### config.mk
export PLATFORM = sky130hd
export DESIGN_NAME = run_length_guard_flat
export DESIGN_NICKNAME = d
export VERILOG_FILES = /design/src/rtl/run_length_guard_if.sv /design/src/rtl/run_length_guard.sv /design/src/flat_wrapper.sv
export SDC_FILE = /design/constraint.sdc
export NUM_CORES = 1
export LEC_CHECK = 0
export CORE_ASPECT_RATIO = 0.7
export CORE_UTILIZATION = 45
export CTS_CLUSTER_DIAMETER = 120
export DETAILED_ROUTE_END_ITERATION = 7
export PLACE_DENSITY = 0.82
export SKIP_CTS_REPAIR_TIMING = 1
export SYNTH_ARGS = -nofsm -noshare
export SYNTH_HDL_FRONTEND = slang
export SYNTH_SLANG_ARGS = --single-unit
### constraint.sdc
create_clock -name clk -period 1.5 [get_ports clk]
set_input_delay 0.3 -clock clk [delete_from_list [all_inputs] [get_ports clk]]
set_output_delay 0.3 -clock clk [all_outputs]
set_load 0.01 [all_outputs]
### src/rtl/run_length_guard_if.sv
// Bundles the trigger/channel inputs and verdict outputs of the run-length guard.
// The master drives the trigger side and observes the verdicts. The slave is the checker itself.
interface run_length_guard_if #(
  parameter int CH    = 4,
  parameter int CNT_W = 8
);
  logic             clear;
  logic             start;
  logic [CH-1:0]    a;
  logic             busy;
  logic             pass;
  logic             fail;
  logic [CH-1:0]    fail_mask;
  logic [CNT_W-1:0] fail_count;

  modport master (
    output clear, start, a,
    input  busy, pass, fail, fail_mask, fail_count
  );

  modport slave (
    input  clear, start, a,
    output busy, pass, fail, fail_mask, fail_count
  );
endinterface

### src/rtl/run_length_guard.sv
// Multi-channel "not a[*RUN_LEN]" monitor. A rising edge on start opens a
// window of WINDOW cycles beginning on the following edge. A channel that is
// high for RUN_LEN consecutive window cycles fails the window. A window that
// completes without such a run passes.
module run_length_guard #(
  parameter int CH        = 4,
  parameter int RUN_LEN   = 2,
  parameter int WINDOW    = 8,
  parameter int RETRIGGER = 1,
  parameter int CNT_W     = 8
) (
  input  logic               clk,
  input  logic               rst_n,
  run_length_guard_if.slave  bus
);

  localparam int RC_W = $clog2(RUN_LEN + 1);
  localparam int WC_W = $clog2(WINDOW + 1);

  // A parameter set that cannot describe a meaningful window is refused at elaboration.
  if (CH < 1 || WINDOW < 1 || RUN_LEN < 1 || RUN_LEN > WINDOW) begin : g_bad_params
    $error("run_length_guard: illegal parameters CH=%0d RUN_LEN=%0d WINDOW=%0d", CH, RUN_LEN, WINDOW);
  end

  typedef enum logic {IDLE, ARMED} state_t;

  state_t                     state_q, state_d;
  logic                       start_q, start_d;
  logic [WC_W-1:0]            win_cnt_q, win_cnt_d;
  logic [CH-1:0][RC_W-1:0]    run_cnt_q, run_cnt_d;
  logic                       busy_q, busy_d;
  logic                       pass_q, pass_d;
  logic                       fail_q, fail_d;
  logic [CH-1:0]              fail_mask_q, fail_mask_d;
  logic [CNT_W-1:0]           fail_count_q, fail_count_d;

  logic                       rise;
  logic [CH-1:0][RC_W-1:0]    nxt;
  logic [CH-1:0]              hit;

  assign rise = bus.start & ~start_q;

  // Per-channel run lengths this edge and which channels just completed a forbidden run.
  always_comb begin
    nxt = '0;
    hit = '0;
    for (int ch = 0; ch < CH; ch++) begin
      nxt[ch] = bus.a[ch] ? run_cnt_q[ch] + 1'b1 : '0;
      hit[ch] = (nxt[ch] == RC_W'(RUN_LEN));
    end
  end

  // Next-state logic. A fail takes priority over a pass on the same edge, and a
  // rise on the deciding edge (or any rise when retriggering) arms a fresh window.
  always_comb begin
    start_d      = bus.start;
    state_d      = state_q;
    win_cnt_d    = win_cnt_q;
    run_cnt_d    = run_cnt_q;
    pass_d       = 1'b0;
    fail_d       = 1'b0;
    fail_mask_d  = fail_mask_q;
    fail_count_d = fail_count_q;

    if (bus.clear) begin
      state_d      = IDLE;
      win_cnt_d    = '0;
      run_cnt_d    = '0;
      fail_mask_d  = '0;
      fail_count_d = '0;
    end else if (state_q == IDLE) begin
      if (rise) begin
        state_d   = ARMED;
        win_cnt_d = '0;
        run_cnt_d = '0;
      end
    end else begin
      if (|hit) begin
        fail_d      = 1'b1;
        fail_mask_d = hit;
        if (fail_count_q != '1) begin
          fail_count_d = fail_count_q + 1'b1;
        end
        state_d   = IDLE;
        win_cnt_d = '0;
        run_cnt_d = '0;
      end else if (win_cnt_q == WC_W'(WINDOW - 1)) begin
        pass_d    = 1'b1;
        state_d   = IDLE;
        win_cnt_d = '0;
        run_cnt_d = '0;
      end else begin
        win_cnt_d = win_cnt_q + 1'b1;
        run_cnt_d = nxt;
      end
      if (rise && (state_d == IDLE || RETRIGGER != 0)) begin
        state_d   = ARMED;
        win_cnt_d = '0;
        run_cnt_d = '0;
      end
    end

    busy_d = (state_d == ARMED);
  end

  // All state, including the verdict outputs, is registered here.
  always_ff @(posedge clk or negedge rst_n) begin
    if (!rst_n) begin
      state_q      <= IDLE;
      start_q      <= 1'b0;
      win_cnt_q    <= '0;
      run_cnt_q    <= '0;
      busy_q       <= 1'b0;
      pass_q       <= 1'b0;
      fail_q       <= 1'b0;
      fail_mask_q  <= '0;
      fail_count_q <= '0;
    end else begin
      state_q      <= state_d;
      start_q      <= start_d;
      win_cnt_q    <= win_cnt_d;
      run_cnt_q    <= run_cnt_d;
      busy_q       <= busy_d;
      pass_q       <= pass_d;
      fail_q       <= fail_d;
      fail_mask_q  <= fail_mask_d;
      fail_count_q <= fail_count_d;
    end
  end

  assign bus.busy       = busy_q;
  assign bus.pass       = pass_q;
  assign bus.fail       = fail_q;
  assign bus.fail_mask  = fail_mask_q;
  assign bus.fail_count = fail_count_q;

endmodule

### src/flat_wrapper.sv
// flat-port wrapper written by rule: the top's interface ports become plain ports
module run_length_guard_flat 
#(
  parameter int CH        = 4,
  parameter int RUN_LEN   = 2,
  parameter int WINDOW    = 8,
  parameter int RETRIGGER = 1,
  parameter int CNT_W     = 8
)
  (clk, rst_n, bus_clear, bus_start, bus_a, bus_busy, bus_pass, bus_fail, bus_fail_mask, bus_fail_count);
  run_length_guard_if #(.CH(CH), .CNT_W(CNT_W)) bus_i ();
  input  logic clk;
  input  logic rst_n;
  input wire logic [$bits(bus_i.clear)-1:0] bus_clear;
  input wire logic [$bits(bus_i.start)-1:0] bus_start;
  input wire logic [$bits(bus_i.a)-1:0] bus_a;
  output wire logic [$bits(bus_i.busy)-1:0] bus_busy;
  output wire logic [$bits(bus_i.pass)-1:0] bus_pass;
  output wire logic [$bits(bus_i.fail)-1:0] bus_fail;
  output wire logic [$bits(bus_i.fail_mask)-1:0] bus_fail_mask;
  output wire logic [$bits(bus_i.fail_count)-1:0] bus_fail_count;
  assign bus_i.clear = bus_clear;
  assign bus_i.start = bus_start;
  assign bus_i.a = bus_a;
  assign bus_busy = bus_i.busy;
  assign bus_pass = bus_i.pass;
  assign bus_fail = bus_i.fail;
  assign bus_fail_mask = bus_i.fail_mask;
  assign bus_fail_count = bus_i.fail_count;
  run_length_guard #(.CH(CH), .RUN_LEN(RUN_LEN), .WINDOW(WINDOW), .RETRIGGER(RETRIGGER), .CNT_W(CNT_W)) u_core (.clk(clk), .rst_n(rst_n), .bus(bus_i));
endmodule
---- Word-level counts from Yosys, hierarchy flattened ----
Cells that the tools add are included.
operators by class
  add/sub/neg operators ................... 6
  multipliers ............................. 0
  divide/modulo/power cells ............... 0
  order comparisons ....................... 0
  eq/ne operators ......................... 6
  shift operators ......................... 0
  multiplexer cells ....................... 36
  bitwise operators ....................... 2
  reductions and logical operators ........ 7
operators with widths
  cell                                                 number
  two-way mux 8 bit                                    10
  two-way mux 4 bit                                    9
  two-way mux 1 bit                                    13
  adder 2 x 1 -> 2 bit, second input constant          4
  adder 8 x 1 -> 8 bit, second input constant          1
  equality test 2 bit, second input constant           4
  two-way mux 2 bit                                    4
  inequality test 8 bit, second input constant         1
  nonzero test 2 bit                                   3
  adder 4 x 1 -> 4 bit, second input constant          1
  equality test 4 x 3 -> 1 bit, second input constant  1
  OR reduction 4 bit                                   1
  AND reduction 3 bit                                  1
  nonzero test 3 bit                                   1
  AND reduction 2 bit                                  1
  bitwise AND 1 bit                                    1
  inverter 1 bit                                       1
word-level totals
  bits in registers ....................... 28
  latch bits .............................. 0
  memory bits (writable) .................. 0
  ROM bits ................................ 0
  input bits .............................. 8
  output and inout bits ................... 15
  logic and storage cells ................. 68
  memories ................................ 0

---- Longest topological paths before layout ----
  depth in word-level cells ............... 8
  mapped depth ............................ 6

---- Least setup slack after synthesis ----
OpenSTA, ideal clock, no wires.
  kind .................................... register to register
  start point ............................. register u_core.run_cnt_q[3] in the netlist's numbering
  end point ............................... register u_core.fail_count_q[1] (netlist: u_core.bus.fail_count[1])
  arrival time ............................ 1.468 ns
  data required time ...................... 1.380 ns
  path slack .............................. -0.088 ns
  cell stages (with the launch flop) ...... 7
  path buffers ............................ 2
  clock period less this slack ............ 1.588 ns
  cells stage by stage .................... dfrtp_1 -> nand3b_1 -> and4_4 -> buf_6 -> buf_4 -> o311a_1 -> a31o_1
on the way
  longest elaborated chain between the ends .. 6
RTL lines
  what                           line                     source
  from (decl)                    run_length_guard.sv:30   logic [CH-1:0][RC_W-1:0] run_cnt_q, run_cnt_d;
  from (signal assigned)         run_length_guard.sv:122  run_cnt_q <= run_cnt_d;
  adder 2 x 1 -> 2 bit           run_length_guard.sv:48   nxt[ch] = bus.a[ch] ? run_cnt_q[ch] + 1'b1 : '0;
  two-way mux 2 bit              run_length_guard.sv:48
  equality test 2 bit            run_length_guard.sv:49   hit[ch] = (nxt[ch] == RC_W'(RUN_LEN));
  OR reduction 4 bit             run_length_guard.sv:78   if (|hit) begin
  nonzero test 2 bit (no line)   n/a
  AND reduction 3 bit (no line)  n/a
  to (signal assigned)           run_length_guard.sv:127  fail_count_q <= fail_count_d;
  to (decl)                      run_length_guard.sv:35   logic [CNT_W-1:0] fail_count_q, fail_count_d;
Every way passes these cells.
A chain may end at the register's enable or synchronous reset.

---- Final worst setup path ----
  start point ............................. input port bus_a[1]
  end point ............................... register u_core.fail_count_q[5] (netlist: u_core.bus.fail_count[5])
on the way
  longest elaborated chain between the ends .. 5
RTL lines
  what                           line                    source
  from (decl)                    flat_wrapper.sv:16      input wire logic [$bits(bus_i.a)-1:0] bus_a;
  two-way mux 2 bit              run_length_guard.sv:48
  equality test 2 bit            run_length_guard.sv:49
  OR reduction 4 bit             run_length_guard.sv:78
  nonzero test 2 bit (no line)   n/a
  AND reduction 3 bit (no line)  n/a
Every way passes these cells.

==> results.ini <==
[global_routing]
grt_util_met1_pct = 28.4
grt_pass1_vias = 1248
grt_first_pass_wirelength_mm = 5.46
grtUsageMet2_pct = 36.8
grt_max_degree = 29
grt.overflow.total = 0
grt_use_met3_pct = 5.66
antenna_found_initial = 0
top_usage_layer = met2
grt_use_total_pct = 21.7

[die]
fp.coreArea_um2 = 2860
dieArea_um2 = 3320
ios = 23
dieWidth_um = 68.5
initial_core_util_pct = 48.6
die_h_um = 48.5
rows = 16

[yosys]
synthTopCellsByCount = 28 x dfrtp_1, 9 x nand2_1, 9 x nor2_1, 8 x a22o_1, 7 x a21oi_1
synth_cell_type_count = 32
syn_inst = 129
synth_top_cell_by_area = dfrtp_1
synth_edf_count = 0
synth_area_leaders = dfrtp_1 50%, a22o_1 5.0%, nand3b_4 4.3%, nor2b_1 2.7%, a21oi_1 2.5%
syn_area_um2 = 1390
synth_top_area_share_pct = 50.3
async_flop_share_pct = 100
synth_most_common_cell = dfrtp_1
ys.flop_type = dfrtp_1
yosys_warnings = 0
synth_fp_nets = 139
yosysSeqAreaShare_pct = 50.3
avgSynthCellArea_um2 = 10.8
synth_seq_cells = 28

[sta]
fin_ws_ns = -0.0360
rsz0062_at_grt = yes
period_minus_slack_ns = 1.54
maxSlewHeadroom_pct = 76.6
period_share_pct = 102
whs_ns = 0.388
fmax_mhz = 651
worst_slew_pin_slew_ns = 0.351
fin_skew_ns = 0.00702
finalHoldViolCount = 0
setup_violations = 4
drv_slew = 0

[clock_network]
cts_tree = built
clk_pin_slew_worst_paths_ns = 0.09
clkSinkCount = 28
root_buffer = clkbuf_8
clockBufferDepth = 2
cts_buffers = 3
htreeDepth = 1
clk_latency_ns = 0.27

[critical_path]
critPathRequiredTime_ns = 1.66
rr_startpoint = u_core.bus.fail_count[1]
r2r_setup_slack_ns = -0.03
cp_max_fo = 9
end_kind = flop
crit_arrival_ns = 1.70
crit_type = in2reg
crit_path_start_kind = input pin
reg2reg_depth = 6
r2r_end = u_core.bus.fail_count[1]

[finish]
syn_to_final_growth_pct = 46.4
drive_gt1_share_pct = 29.9
final_util_pct = 71.2
seq_area_um2 = 703
fin_nets = 196
diodes = 0
multi_input_area_um2 = 701
fill_cells = 191

[drt]
ant_nets = 0
wl_mm = 3.57
vias = 1249
drc = 0
first_pass_iters = 4
drt_iter0_markers = 142
detail_route.wl_per_cell_um = 16.2
viasPerCell = 5.68

[power_and_ir_drop]
powerDensity_nw_per_um2 = 657
p_leak_nw = 1.14
ir_drop_v = 0.000433

[place]
place.gp.congestion = 0.796
numPortBuffers = 22
dp.final_hpwl_mm = 2.46

[run_status]
violations = negative setup slack
status = finished with violations

[job]
drv_cap = 0

[worst_hold_path]
worstHoldPathType = in2async

==> metrics by stage <==
stage	worst slack [ns]	instances	power, W	area (um2)	TNS, ns
global placement	-0.364	211	0.000941	1870	-5.40
CTS	-0.123	214	0.00134	1910	-1.64
finish	-0.0360	220	0.00134	2040	-0.0755
detailed placement	-0.413	211	0.000948	1870	-6.60
global route	-0.114	220	0.00141	2040	-0.773
floorplan	-0.0854	129	0.000864	1420	-0.228
==> sequential cells by signal, summed over array words and instances, names as in the netlist <==
register and count:
u_core.bus.pass 1, u_core.bus.fail 1, u_core.start_q 1, u_core.bus.fail_count 8, u_core.bus.fail_mask 4, u_core.state_q 1, u_core.run_cnt_q 8, u_core.win_cnt_q 4
==> critical path, cell delays in order <==
cell and delay, ns:
clkdlybuf4s50_1 0.47, nand3b_1 0.12, and4_4 0.22, nor4_4 0.27, mux2_4 0.32
==> cell families (layout without fill, tap and decap cells) <==
family | Yosys count | after routing | share of synthesized area [%]
compound gates | 28 | 28 | 15.5
fa+ha+maj | 2 | 2 | 1.80
buf+inv | 10 | 65 | 3.50
flops | 28 | 28 | 50.3
mux | 3 | 3 | 2.43
simple gates | 58 | 58 | 26.5
==> cell usage in the layout, fill, tap and decap left out, types with 3 or more instances in the layout <==
cell / synthesis / layout
clkbuf_8: 0 / 3
a21oi_1: 7 / 7
dlymetal6s2s_1: 0 / 15
nor2b_1: 6 / 6
clkdlybuf4s50_1: 0 / 7
nor2_1: 9 / 7
nand4_1: 5 / 5
nand3b_4: 3 / 3
dfrtp_1: 28 / 26
and2_1: 4 / 4
o32ai_1: 4 / 4
a22o_1: 8 / 8
buf_4: 1 / 33
nand2_1: 9 / 9
nand3_1: 5 / 4
nand3b_1: 4 / 4
inv_1: 6 / 6
o31ai_1: 3 / 3
==> routing by layer <==
metal	up-vias	share of wire, %
met2	43	50
li1	594	-
met1	606	44
met4	0	1.7
met3	6	4.4
met5	-	0
==> worst max path at each step <==
stage | from | end | slack [ns]
detailed placement | bus_a[2] | u_core.bus.fail_count[0] | -0.41
CTS | bus_a[2] | u_core.bus.fail_count[0] | -0.12
floorplan | u_core.run_cnt_q[3] | u_core.bus.fail_count[1] | -0.09
finish | bus_a[1] | u_core.bus.fail_count[5] | -0.04
global placement | bus_a[2] | u_core.bus.fail_count[5] | -0.36
global route | u_core.bus.fail_count[0] | u_core.bus.fail_count[7] | -0.11
==> final cells by class <==
type                            count  share of cell area, %
Inverter                            6                   1.10
Timing Repair Buffer               56                   25.8
Tap cell                           36                   2.21
Clock buffer                        3                   2.03
Multi-Input combinational cell     91                   34.4
Sequential cell                    28                   34.5
==> where the power goes <==
group	leakage, nW	internal, W	total (W)	switching, W
clock	0.0216	0.000180	0.000395	0.000215
combinational	0.734	0.0000773	0.000170	0.0000927
sequential	0.384	0.000765	0.000774	0.00000901
Power figures use the tool's default switching activity.
==> variant 1: new RTL, config.mk and constraints unchanged <==
`CH` is set to 4 in 3 places; all go to 3.
--- a/src/rtl/run_length_guard_if.sv
+++ b/src/rtl/run_length_guard_if.sv
@@ -1,7 +1,7 @@
 // Bundles the trigger/channel inputs and verdict outputs of the run-length guard.
 // The master drives the trigger side and observes the verdicts. The slave is the checker itself.
 interface run_length_guard_if #(
-  parameter int CH    = 4,
+  parameter int CH    = 3,
   parameter int CNT_W = 8
 );
   logic             clear;
--- a/src/rtl/run_length_guard.sv
+++ b/src/rtl/run_length_guard.sv
@@ -3,7 +3,7 @@
 // high for RUN_LEN consecutive window cycles fails the window. A window that
 // completes without such a run passes.
 module run_length_guard #(
-  parameter int CH        = 4,
+  parameter int CH        = 3,
   parameter int RUN_LEN   = 2,
   parameter int WINDOW    = 8,
   parameter int RETRIGGER = 1,
--- a/src/flat_wrapper.sv
+++ b/src/flat_wrapper.sv
@@ -1,7 +1,7 @@
 // flat-port wrapper written by rule: the top's interface ports become plain ports
 module run_length_guard_flat 
 #(
-  parameter int CH        = 4,
+  parameter int CH        = 3,
   parameter int RUN_LEN   = 2,
   parameter int WINDOW    = 8,
   parameter int RETRIGGER = 1,
Ports: changed (resized bus_a and bus_fail_mask); port bits go from 23 to 21. No check against the original RTL was run, so the function may have changed too.
==> variant 1 against the unedited design <==
  * Worst setup slack got worse by 0.12 ns
  * Maximum frequency fell by 7.1%
  * Critical endpoint is now u_core.run_cnt_q[5]$_DFFE_PN0P_
  * Routed wire length rose by 2.1%
  * Area after synthesis fell by 6.1%
  * Synthesized cell count fell by 6.2%
  * Sequential cell count fell by 3
  * Cell area fell by 3.1%
  * The run still ends with negative setup slack left
  * Total power fell by 6.9%
==> variant 1: results (changes against the unedited design) <==
[run_status]
status=complete, but fails checks  ; unchanged
violations=negative setup slack  ; unchanged

[global_routing]
grt_max_degree=26  ; was 29
antenna_found_initial=0  ; unchanged
grt_pass1_vias=1115  ; was 1248
grt_pass1_wl_um=5240  ; was 5460 µm
grtUsageTotal_pct=23.3  ; was 21.7%

[placement]
gp_congestion=0.873  ; was 0.796
placed_cells=200  ; was 211
numPortBuffers=20  ; was 22
dpl.hpwl_um=2370  ; was 2460 µm

[sta]
relSlewSlack_pct=72.6  ; was 76.6%
setup_slack_ns=-0.153  ; was -0.0360 ns
finalSetupTns_ns=-1.20  ; was -0.0755 ns
skew_ns=0.00355  ; was 0.00702 ns
setup_viol=14  ; was 4

[logic_synthesis]
yosys_warnings=0  ; unchanged
synthCells=121  ; was 129
synth_nets=130  ; was 139
synthArstFlopShare_pct=100  ; unchanged
seq_area_frac_synth_pct=47.8  ; was 50.3%
synthTopCellsByCount=25 x dfrtp_1, 9 x a21oi_1, 7 x nor2_1  ; was 28 x dfrtp_1, 9 x nand2_1, 9 x nor2_1
synth_cell_types=41  ; was 32
yosys-top-cells-area=dfrtp_1 48%, a21oi_1 3.4%, nand2b_1 2.4%  ; was dfrtp_1 50%, a22o_1 5.0%, nand3b_4 4.3%

[hold_path]
holdPathStages=2
hp-start=bus_a[0]
min_path_type=input pin to flip-flop  ; was input pin to asynchronous set/reset pin
hold_end=u_core.run_cnt_q[1]$_DFFE_PN0P_

[cells_and_area]
antennaDiodeCount=0  ; unchanged
final_layout_size_suffix_gt1_share_pct=40.2  ; was 29.9%
nets=189  ; was 196
largest_register_ffs=8

[detailed_routing]
dr.pass1.iters=4  ; unchanged
routed_wl_um=3640  ; was 3570 µm
vias_per_cell=5.81  ; was 5.68
drt_iter0_drc=63  ; was 142
dr_total_vias=1237  ; was 1249

[cts]
clk_pin_slew_ns=0.09  ; about the same
cts_root_buffer=clkbuf_8  ; unchanged
h-tree-depth=1  ; unchanged
cts.path.max_buffers=2  ; unchanged
tritoncts.num_buffers=3  ; unchanged
insertion_delay_ns=0.27  ; about the same

[critical_path]
worst-path-max-fanout=6  ; was 9
r2r-end=u_core.run_cnt_q[5]$_DFFE_PN0P_  ; was u_core.bus.fail_count[1]$_DFFE_PN0P_
r2r_start=u_core.win_cnt_q[1]$_DFFE_PN0P_  ; was u_core.bus.fail_count[1]$_DFFE_PN0P_
critPathSlowestCell=dfrtp_1  ; was clkdlybuf4s50_1
cp.arrival_ns=1.86  ; was 1.70 ns
crit_family=simple AND/OR/NAND/NOR gates  ; unchanged
reg2regPathDepth=6  ; unchanged
cpPeakStageDelay_ns=0.42  ; was 0.47 ns

[power_and_ir_drop]
leakage_nw=1.03  ; was 1.14 nW
ir_worst_vdd_v=0.000634  ; was 0.000433 V

-- variant 1: cell types whose count changed in the layout (fill, tap and decap cells not counted), sizes merged, moves of 5 or more --
| cell | delta |
|---|---|
| a22o | -5 |
| dlymetal6s2s | -6 |
| nand2 | -6 |
| nand4 | -5 |
-- variant 1: worst max-delay path by stage --
stage	start	end	slack (ns)	cells past startpoint
floorplan	u_core.bus.fail_count[1]$_DFFE_PN0P_	u_core.bus.fail_count[3]$_DFFE_PN0P_	-0.17	6
global route	u_core.win_cnt_q[1]$_DFFE_PN0P_	u_core.run_cnt_q[5]$_DFFE_PN0P_	-0.20	6
global placement	bus_a[0]	u_core.bus.fail_count[4]$_DFFE_PN0P_	-0.38	5
finish	u_core.win_cnt_q[1]$_DFFE_PN0P_	u_core.run_cnt_q[5]$_DFFE_PN0P_	-0.15	6
CTS	u_core.state_q$_DFF_PN0_	bus_busy	-0.23	2
detailed placement	bus_a[0]	u_core.bus.fail_count[4]$_DFFE_PN0P_	-0.45	5
-- variant 1: final cells by class --
cell class,instances,area (µm²)
clock buffer,4,45.0
fill,149,633
inverter,4,15.0
multi-input combinational,88,731
sequential,25,627
tap,34,42.5
timing repair buffer,58,515
-- variant 1: report_power, final --
group	internal, mW	switching, mW	leakage, nW	total (mW)
clock	0.190	0.214	0.0228	0.405
sequential	0.683	0.00686	0.343	0.690
combinational	0.0744	0.0772	0.665	0.152
total	0.948	0.298	1.03	1.25
-- variant 1: cell families (layout without fill, tap and decap cells) --
family | after synthesis | in the layout | share of synthesized area (%)
AND/OR/NAND/NOR | 55 | 55 | 29.1
AO/OA/AOI/OAI | 27 | 27 | 14.4
flip-flops | 25 | 25 | 47.8
buffers and inverters | 8 | 66 | 3.73
adder cells (fa/ha/maj) | 2 | 2 | 1.91
XOR/XNOR | 2 | 2 | 1.34
multiplexers | 2 | 2 | 1.72
-- variant 1: routing by layer --
layer / global-route usage, % / part of all wire [%] / vias up
li1: - / - / 576
met1: 29.5 / 43 / 615
met2: 41.4 / 51 / 35
met3: 4.37 / 3.5 / 11
met4: 7.66 / 2.5 / 0
met5: 0 / 0 / -
-- variant 1: stage by stage --
stage | hold slack [ns] | setup WS [ns] | instance area [µm²] | total power, mW
after global routing | 0.376 | -0.201 | 1980 | 1.28
after floorplan | 0.00441 | -0.173 | 1330 | 0.756
after CTS | 0.387 | -0.226 | 1800 | 1.24
after detailed placement | 0.516 | -0.449 | 1750 | 0.834
after global placement | 0.499 | -0.380 | 1750 | 0.827
final | 0.366 | -0.153 | 1980 | 1.25
==> variant 2: new RTL, same settings <==
Made on the original files. Reset style: synchronous (`rst_n`), changed in one clocked block.
--- a/src/rtl/run_length_guard.sv
+++ b/src/rtl/run_length_guard.sv
@@ -104,7 +104,7 @@
   end
 
   // All state, including the verdict outputs, is registered here.
-  always_ff @(posedge clk or negedge rst_n) begin
+  always_ff @(posedge clk) begin
     if (!rst_n) begin
       state_q      <= IDLE;
       start_q      <= 1'b0;
Check against the original RTL: differs if rst_n is asserted again (counterexample within 4 cycles, from zero or initial values and one cycle with rst_n low); with rst_n held inactive, the same outputs for 10 cycles.
==> variant 2 against the unedited design <==
  * The flow still finishes with violations (negative setup slack)
  * Worst setup slack worse by 0.22 ns
  * Total power is 2.1% lower
  * Utilization is 6.3 points higher
  * Sequential cell count stayed put
  * Area after synthesis is 11% lower
  * Routed wire length is 8.3% higher
  * Cell area is 3.6% lower
  * Non-clock buffer count is 8 lower
  * Critical path type is now flip-flop to flip-flop
  * Largest cell class is now multi-input gates
  * Largest power group unchanged
==> variant 2: results (changes against the unedited design) <==
[global_routing]
gr-usage-met3_pct=6.00  ; was 5.66%
grt_pass1_vias=1109  ; was 1248
grt_max_degree=16  ; was 29
grtUsageTotal_pct=23.2  ; was 21.7%
grt_pass1_wl_um=5020  ; was 5460 µm

[power_and_ir_drop]
ir_worst_vdd_v=0.000523  ; was 0.000433 V
intPower_mw=1.03  ; was 1.02 mW
leakage_nw=0.942  ; was 1.14 nW
swShare_pct=21.4  ; was 23.6%
p_seq_mw=0.746  ; was 0.774 mW
clk-power_mw=0.460  ; was 0.395 mW

[sta]
max_slew.worst_pin.slew_ns=0.507  ; was 0.351 ns
setup_slack_ns=-0.252  ; was -0.0360 ns
skew_ns=0.00275  ; was 0.00702 ns
setup_viol=27  ; was 4
finalSetupTns_ns=-3.94  ; was -0.0755 ns

[cells_and_area]
clock_area_share_pct=2.80  ; was 2.03%
nets=186  ; was 196
seqCellArea_um2=581  ; was 703 µm²
bufAreaShareNonClock_pct=24.6  ; was 25.8%
nFlopsAndLatches=28  ; unchanged
final_layout_size_suffix_gt1_share_pct=40.0  ; was 29.9%
fill_cells=153  ; was 191
finalNonFillerCells=209  ; was 220
multi_input_area_share_pct=40.6  ; was 34.4%

[logic_synthesis]
synth_compound_area_share_pct=20.4  ; was 15.5%
seq_area_frac_synth_pct=45.2  ; was 50.3%
yosys-top-cells-area=dfxtp_1 45%, a32o_1 7.3%, nor2b_1 5.5%  ; was dfrtp_1 50%, a22o_1 5.0%, nand3b_4 4.3%
synthCells=128  ; was 129
yosysMostFrequentCell=dfxtp_1  ; was dfrtp_1
synth_cell_types=39  ; was 32
synthArstFlopShare_pct=0  ; was 100%

[critical_path]
reg2regPathDepth=5  ; was 6
worst-path-max-fanout=6  ; was 9
cpPeakStageDelay_ns=0.57  ; was 0.47 ns
critPathSlowestCell=or4_4  ; was clkdlybuf4s50_1
cp.arrival_ns=1.97  ; was 1.70 ns

[run_status]
violations=negative setup slack  ; unchanged
status=complete, but fails checks  ; unchanged

[placement]
placed_area_mm2=0.00168  ; was 0.00187 mm²
gp_congestion=0.809  ; was 0.796
placed_cells=202  ; was 211
place_ws_ns=-0.605  ; was -0.413 ns

[detailed_routing]
wl_met2_um=1920  ; was 1800 µm
dr_total_vias=1303  ; was 1249
routedLengthMet1_um=1610  ; was 1560 µm
drt_iter0_drc=102  ; was 142
routed_wl_um=3870  ; was 3570 µm

[die]
rows=15  ; was 16

-- variant 2: cell count changes after synthesis, moves of 4 or more --
cell	before	now
dfrtp_1	28	0
dfxtp_1	0	28
a32o_1	0	9
inv_1	6	1
nor2b_1	6	11
a22o_1	8	4
and3b_1	0	4
o21ai_0	0	4
o32ai_1	4	0
-- variant 2: path summary, 6_finish.rpt --
path | from | end | slack [ns]
worst min register to register | u_core.run_cnt_q[5]$_SDFFE_PP0P_ | u_core.run_cnt_q[5]$_SDFFE_PP0P_ | 0.49
worst max register to register | u_core.run_cnt_q[5]$_SDFFE_PP0P_ | u_core.run_cnt_q[1]$_SDFFE_PP0P_ | -0.25
worst max-delay path | u_core.run_cnt_q[5]$_SDFFE_PP0P_ | u_core.run_cnt_q[1]$_SDFFE_PP0P_ | -0.25
worst min-delay path | bus_a[2] | u_core.run_cnt_q[5]$_SDFFE_PP0P_ | 0.33
